==> config.mk <==
export PLATFORM = sky130hd
export DESIGN_NAME = lsu_axi_master
export DESIGN_NICKNAME = d
export VERILOG_FILES = /design/src/rtl/lsu_defs_pkg.sv /design/src/rtl/lsu_load_ext.sv /design/src/rtl/lsu_axi_master.sv
export SDC_FILE = /design/constraint.sdc
export NUM_CORES = 1
export LEC_CHECK = 0
export CAP_MARGIN = 15
export CELL_PAD_IN_SITES_DETAIL_PLACEMENT = 0
export CELL_PAD_IN_SITES_GLOBAL_PLACEMENT = 1
export CORE_AREA = 2 2 168 104
export DETAILED_ROUTE_END_ITERATION = 10
export DIE_AREA = 0 0 170 106
export PLACE_DENSITY_LB_ADDON = 0.1
export REMOVE_ABC_BUFFERS = 1
export SETUP_SLACK_MARGIN = 0.1
export SLEW_MARGIN = 20
export SYNTH_ARGS = -nofsm -noshare
export SYNTH_HDL_FRONTEND = slang
export SYNTH_SLANG_ARGS = --single-unit
==> constraint.sdc <==
create_clock -name clk -period 2.5 [get_ports clk]
set_input_delay 0.5 -clock clk [delete_from_list [all_inputs] [get_ports clk]]
set_output_delay 0.5 -clock clk [all_outputs]
set_load 0.005 [all_outputs]
==> src/rtl/lsu_defs_pkg.sv <==
// Shared LSU encodings: access sizes, master FSM states
// and the alignment rule used at request acceptance.
package lsu_defs_pkg;

  typedef enum logic [1:0] {
    SZ_BYTE = 2'd0,
    SZ_HALF = 2'd1,
    SZ_WORD = 2'd2,
    SZ_RSVD = 2'd3
  } size_e;

  typedef enum logic [2:0] {
    IDLE = 3'd0,
    AR   = 3'd1,
    R    = 3'd2,
    AWW  = 3'd3,
    B    = 3'd4,
    RESP = 3'd5
  } state_e;

  function automatic logic misaligned(
    input logic [1:0] size,
    input logic [1:0] lo
  );
    logic bad;
    bad = 1'b0;
    unique case (1'b1)
      size == SZ_HALF: bad = lo[0];
      size == SZ_WORD: bad = |lo;
      size == SZ_RSVD: bad = 1'b1;
      default:         bad = 1'b0;
    endcase
    return bad;
  endfunction

endpackage

==> src/rtl/lsu_load_ext.sv <==
// Combinational load-data extension: byte/half sign or zero
// extension, word passthrough.
module lsu_load_ext
  import lsu_defs_pkg::*;
(
  input  logic [31:0] raw,
  input  logic [1:0]  size,
  input  logic        uns,
  output logic [31:0] data
);

  always_comb begin
    data = raw;
    unique case (1'b1)
      size == SZ_BYTE:
        data = {{24{~uns & raw[7]}}, raw[7:0]};
      size == SZ_HALF:
        data = {{16{~uns & raw[15]}}, raw[15:0]};
      default:
        data = raw;
    endcase
  end

endmodule

==> src/rtl/lsu_axi_master.sv <==
// Single-outstanding LSU bus master: one load or store per
// request, with alignment check and per-handshake timeout.
module lsu_axi_master
  import lsu_defs_pkg::*;
#(
  parameter int TIMEOUT = 255
) (
  input  logic        clk,
  input  logic        rst_n,
  input  logic        req_valid,
  output logic        req_ready,
  input  logic        req_we,
  input  logic        req_unsigned,
  input  logic [31:0] req_addr,
  input  logic [1:0]  req_size,
  input  logic [31:0] req_wdata,
  output logic        rsp_valid,
  output logic [31:0] rsp_rdata,
  output logic        rsp_err,
  output logic [31:0] araddr,
  output logic [1:0]  arsize,
  output logic        arvalid,
  input  logic        arready,
  input  logic [31:0] rdata,
  input  logic        rvalid,
  output logic        rready,
  output logic [31:0] awaddr,
  output logic [1:0]  awsize,
  output logic        awvalid,
  input  logic        awready,
  output logic [31:0] wdata,
  output logic        wvalid,
  input  logic        wready,
  input  logic        bvalid,
  output logic        bready
);

  localparam int CW = $clog2(TIMEOUT + 1) + 1;

  state_e      state_q, state_d;
  logic [CW-1:0] cnt_q, cnt_d;
  logic [31:0] addr_q, addr_d;
  logic [1:0]  size_q, size_d;
  logic [31:0] wdata_q, wdata_d;
  logic        we_q, we_d;
  logic        uns_q, uns_d;
  logic        arvalid_q, arvalid_d;
  logic        rready_q, rready_d;
  logic        awvalid_q, awvalid_d;
  logic        wvalid_q, wvalid_d;
  logic        bready_q, bready_d;
  logic        rsp_valid_q, rsp_valid_d;
  logic        rsp_err_q, rsp_err_d;
  logic [31:0] rsp_rdata_q, rsp_rdata_d;
  logic [31:0] ext_data;
  logic        tmo;
  logic        busy;

  lsu_load_ext u_ext (
    .raw  (rdata),
    .size (size_q),
    .uns  (uns_q),
    .data (ext_data)
  );

  assign tmo  = (cnt_q == CW'(TIMEOUT));
  assign busy = (state_q == AR) || (state_q == R) ||
                (state_q == AWW) || (state_q == B);

  always_comb begin
    state_d     = state_q;
    addr_d      = addr_q;
    size_d      = size_q;
    wdata_d     = wdata_q;
    we_d        = we_q;
    uns_d       = uns_q;
    rsp_err_d   = 1'b0;
    rsp_rdata_d = '0;
    unique case (state_q)
      IDLE: begin
        if (req_valid) begin
          addr_d  = req_addr;
          size_d  = req_size;
          wdata_d = req_wdata;
          we_d    = req_we;
          uns_d   = req_unsigned;
          if (misaligned(req_size, req_addr[1:0])) begin
            state_d   = RESP;
            rsp_err_d = 1'b1;
          end else begin
            state_d = req_we ? AWW : AR;
          end
        end
      end
      AR: begin
        if (tmo) begin
          state_d   = RESP;
          rsp_err_d = 1'b1;
        end else if (arready) begin
          state_d = R;
        end
      end
      R: begin
        if (tmo) begin
          state_d   = RESP;
          rsp_err_d = 1'b1;
        end else if (rready_q && rvalid) begin
          state_d     = RESP;
          rsp_rdata_d = we_q ? '0 : ext_data;
        end
      end
      AWW: begin
        if (tmo) begin
          state_d   = RESP;
          rsp_err_d = 1'b1;
        end else if ((!awvalid_q || awready) &&
                     (!wvalid_q || wready)) begin
          state_d = B;
        end
      end
      B: begin
        if (tmo) begin
          state_d   = RESP;
          rsp_err_d = 1'b1;
        end else if (bready_q && bvalid) begin
          state_d = RESP;
        end
      end
      RESP:    state_d = IDLE;
      default: state_d = IDLE;
    endcase

    // valids rise on entry; readies one cycle into the state
    arvalid_d   = (state_d == AR);
    rready_d    = (state_q == R) && (state_d == R);
    awvalid_d   = (state_d == AWW) &&
                  ((state_q == IDLE) || (awvalid_q && !awready));
    wvalid_d    = (state_d == AWW) &&
                  ((state_q == IDLE) || (wvalid_q && !wready));
    bready_d    = (state_q == B) && (state_d == B);
    rsp_valid_d = (state_d == RESP);
    cnt_d       = (busy && state_d == state_q) ? cnt_q + 1'b1 : '0;
  end

  always_ff @(posedge clk or negedge rst_n) begin
    if (!rst_n) begin
      state_q     <= IDLE;
      cnt_q       <= '0;
      addr_q      <= '0;
      size_q      <= '0;
      wdata_q     <= '0;
      we_q        <= 1'b0;
      uns_q       <= 1'b0;
      arvalid_q   <= 1'b0;
      rready_q    <= 1'b0;
      awvalid_q   <= 1'b0;
      wvalid_q    <= 1'b0;
      bready_q    <= 1'b0;
      rsp_valid_q <= 1'b0;
      rsp_err_q   <= 1'b0;
      rsp_rdata_q <= '0;
    end else begin
      state_q     <= state_d;
      cnt_q       <= cnt_d;
      addr_q      <= addr_d;
      size_q      <= size_d;
      wdata_q     <= wdata_d;
      we_q        <= we_d;
      uns_q       <= uns_d;
      arvalid_q   <= arvalid_d;
      rready_q    <= rready_d;
      awvalid_q   <= awvalid_d;
      wvalid_q    <= wvalid_d;
      bready_q    <= bready_d;
      rsp_valid_q <= rsp_valid_d;
      rsp_err_q   <= rsp_err_d;
      rsp_rdata_q <= rsp_rdata_d;
    end
  end

  assign req_ready = (state_q == IDLE);
  assign rsp_valid = rsp_valid_q;
  assign rsp_err   = rsp_err_q;
  assign rsp_rdata = rsp_rdata_q;
  assign araddr    = addr_q;
  assign arsize    = size_q;
  assign arvalid   = arvalid_q;
  assign rready    = rready_q;
  assign awaddr    = addr_q;
  assign awsize    = size_q;
  assign awvalid   = awvalid_q;
  assign wdata     = wdata_q;
  assign wvalid    = wvalid_q;
  assign bready    = bready_q;

endmodule

==> flow_summary.json <==
{
  "hp-class": "in2async",
  "switching_power_mw": 2.66,
  "cp-startpoint": "state_q[1]$_DFF_PN0_",
  "worst-setup-path-type": "reg2out",
  "io_pins": 248,
  "synthCells": 389,
  "ys_seq_area_share_pct": 59.1,
  "yosys.area.top_type": "dfrtp_1",
  "synth.distinct_cells": 51,
  "setup_viol": 0,
  "first_pass_iters": 4,
  "cap_viol_max_count": 0,
  "p_sw_share_pct": 29.4,
  "max_stage_delay_ns": 0.54,
  "clock-sinks": 119,
  "rsz0062_at_grt": "true",
  "final_util_pct": 49.1,
  "max_freq_ghz": 0.434,
  "ys_warn_count": 0,
  "crit_family": "buffers and inverters",
  "yosys-top-cells-area": "dfrtp_1 (59%), mux2_1 (15%), buf_4 (5.5%)",
  "pwr-share-seq_pct": 33.9,
  "async_flop_share_pct": 100,
  "cts_inserted_buffers": 17,
  "num_vias": 3728,
  "cp.required_ns": 2.00,
  "die_h_um": 106,
  "via_per_inst": 4.44,
  "diodes": 0,
  "multi_input_area_um2": 1660,
  "tightest_slew_ns": 0.458,
  "combPwrFrac_pct": 40.4,
  "cp_max_fo": 13,
  "fillCellCount": 1496,
  "ctsRootBufferMaster": "clkbuf_16",
  "dieArea_um2": 18000,
  "endpoint_kind": "output port",
  "hold_viol": 0,
  "grt_max_degree": 70,
  "ys_seq_elements": 119,
  "num_rows": 37,
  "grt_pass1_vias": 3719,
  "regArea_um2": 2980,
  "cellLeakagePower_nw": 3.48,
  "cp-endpoint": "req_ready",
  "port_buffers": 247,
  "ant_nets": 0,
  "final_cells": 840,
  "initial_core_util_pct": 30.2,
  "cp_num_cells": 4,
  "arrival_ns": 1.81,
  "finalNetCount": 725,
  "post_dp_cell_area_um2": 7560,
  "drt-total-wl_um": 13800,
  "synth_ff_type": "dfrtp_1",
  "ir_drop_mv": 0.353,
  "clock_latency_ns": 0.40,
  "routedWlPerCell_um": 16.4,
  "synth_edf_count": 0,
  "skew_ns": 0.0131,
  "cts_tree": "yes",
  "p_int_mw": 6.38,
  "final_common_cell": "clkdlybuf4s50_1",
  "slew_violations": 0,
  "min_period_ns": 2.31,
  "timing.rr.start": "cnt_q[0]$_DFF_PN0_",
  "path_clk_slew_ns": 0.06,
  "core_um2": 16700,
  "max_slew_margin_pct": 69.4,
  "syn_area_um2": 5040,
  "grt_overflow_total": 0,
  "routabilityCongestion": 0.813,
  "tns_ns": 0,
  "cts_buffer_depth": 2,
  "cpMaxStageDelayCell": "dfrtp_1",
  "cp.buffers_inverters": 2,
  "drt_iter0_drc": 166,
  "place_inst": 807,
  "synth_top_area_share_pct": 59.1,
  "p_clk_share_pct": 25.7,
  "dpl.hpwl_um": 10300,
  "syn_area_per_cell_um2": 12.9,
  "drive_gt1_share_pct": 10.4,
  "drc_errors": 0,
  "finalCritPeriodShare_pct": 92.2,
  "track_usage_pct": 15.5,
  "cp_cell_sequence": "nor2_4, nand2_4, inv_2, clkdlybuf4s50_1",
  "grt_first_pass_wirelength_um": 21200,
  "layout_common_cells": "clkdlybuf4s50_1 (246), dfrtp_1 (119), mux2_1 (68), a21oi_1 (30), inv_1 (20)",
  "antenna_found_initial": 0,
  "rr_worst_depth": 7,
  "reg2reg_slack_ns": 0.21,
  "r2r_end": "rsp_rdata[9]$_DFF_PN0_",
  "fp.dieW_um": 170,
  "p_per_area_nw_per_um2": 1100,
  "cts.htree.levels": 4,
  "cp-start-kind": "register",
  "syn_to_final_growth_pct": 62.4,
  "status": "finished clean",
  "final_area_um2": 8180
}
## repair_timing
action,4_1_cts,5_1_grt
setup endpoints to repair,10,12
gates resized for setup,3,5
pin swaps,0,1
hold buffers,1,0
buffers inserted,0,1
endpoints found under the hold margin,9,0
## flip-flops by register name (all words and copies together) (netlist names)
register / flops
araddr: 32
arsize: 2
arvalid: 1
awvalid: 1
bready: 1
cnt_q: 9
rready: 1
rsp_err: 1
rsp_rdata: 32
rsp_valid: 1
state_q: 3
uns_q: 1
wdata: 32
we_q: 1
wvalid: 1
## cell usage after synthesis, types with 2 or more instances
| library cell | instances |
|---|---|
| and3_1 | 2 |
| ha_1 | 3 |
| o21ai_1 | 2 |
| a31o_1 | 2 |
| nor2b_1 | 2 |
| a21o_1 | 2 |
| nand2b_1 | 3 |
| a31oi_1 | 3 |
| mux2_1 | 68 |
| xnor2_1 | 4 |
| a21oi_1 | 30 |
| nor3b_2 | 2 |
| nand2_1 | 6 |
| buf_2 | 8 |
| o21ai_0 | 10 |
| clkbuf_1 | 6 |
| nor3_2 | 7 |
| nand3_1 | 5 |
| buf_4 | 37 |
| a211o_1 | 2 |
| and2_1 | 9 |
| nor2_1 | 7 |
| xor2_1 | 4 |
| inv_1 | 20 |
| dfrtp_1 | 119 |
## per-stage QoR
step	total power, mW	setup WS [ns]	hold WS (ns)
floorplan	4.24	-1.10	0.204
global placement	6.74	0.127	0.354
detailed placement	6.77	0.0562	0.356
CTS	9.16	0.106	0.463
global route	9.61	0.0789	0.487
finish	9.04	0.195	0.478
## metal layers
layer	GRT usage, %	vias up	share of wire (%)
met5	0	-	0
met4	5.37	0	0.94
met3	4.32	9	6.1
met2	23.3	137	46
met1	21.6	1840	47
li1	-	1742	-
## area by class of cell
cell class	count	share of cell area [%]
Sequential cell	119	36.4
Timing Repair Buffer	260	32.2
Multi-Input combinational cell	194	20.2
Clock buffer	18	5.25
Tap cell	214	3.27
Clock inverter	13	1.62
Inverter	22	1.04
## cell families after synthesis
family,Yosys count,synth area share [%]
AO/OA/AOI/OAI,60,7.08
XOR/XNOR,8,1.39
adder cells (fa/ha/maj),3,0.745
buffers and inverters,76,8.84
flip-flops,119,59.1
multiplexers,69,15.4
AND/OR/NAND/NOR,54,7.43
## power groups by stage
| stage | Combinational, mW | Clock [mW] | Sequential (mW) |
|---|---|---|---|
| 6_report | 3.65 | 2.32 | 3.06 |
| 3_5_place_dp | 3.68 | 0 | 3.09 |
| 3_3_place_gp | 3.68 | 0 | 3.06 |
| 5_1_grt | 3.94 | 2.50 | 3.16 |
| 4_1_cts | 3.70 | 2.40 | 3.06 |
| 2_1_floorplan | 1.09 | 0 | 3.14 |
## worst min path at each step
stage / from / end / slack (ns) / cells past startpoint
5_1_grt: rst_n / rsp_rdata[13]$_DFF_PN0_ / 0.49 / 2
3_3_place_gp: rst_n / rsp_rdata[13]$_DFF_PN0_ / 0.35 / 1
4_1_cts: rst_n / rsp_rdata[13]$_DFF_PN0_ / 0.46 / 2
3_5_place_dp: rst_n / rsp_rdata[13]$_DFF_PN0_ / 0.36 / 1
6_report: rst_n / rsp_rdata[13]$_DFF_PN0_ / 0.48 / 2
2_1_floorplan: rst_n / araddr[0]$_DFFE_PN0P_ / 0.20 / 0
No activity file was read; power rests on OpenSTA's default activity.
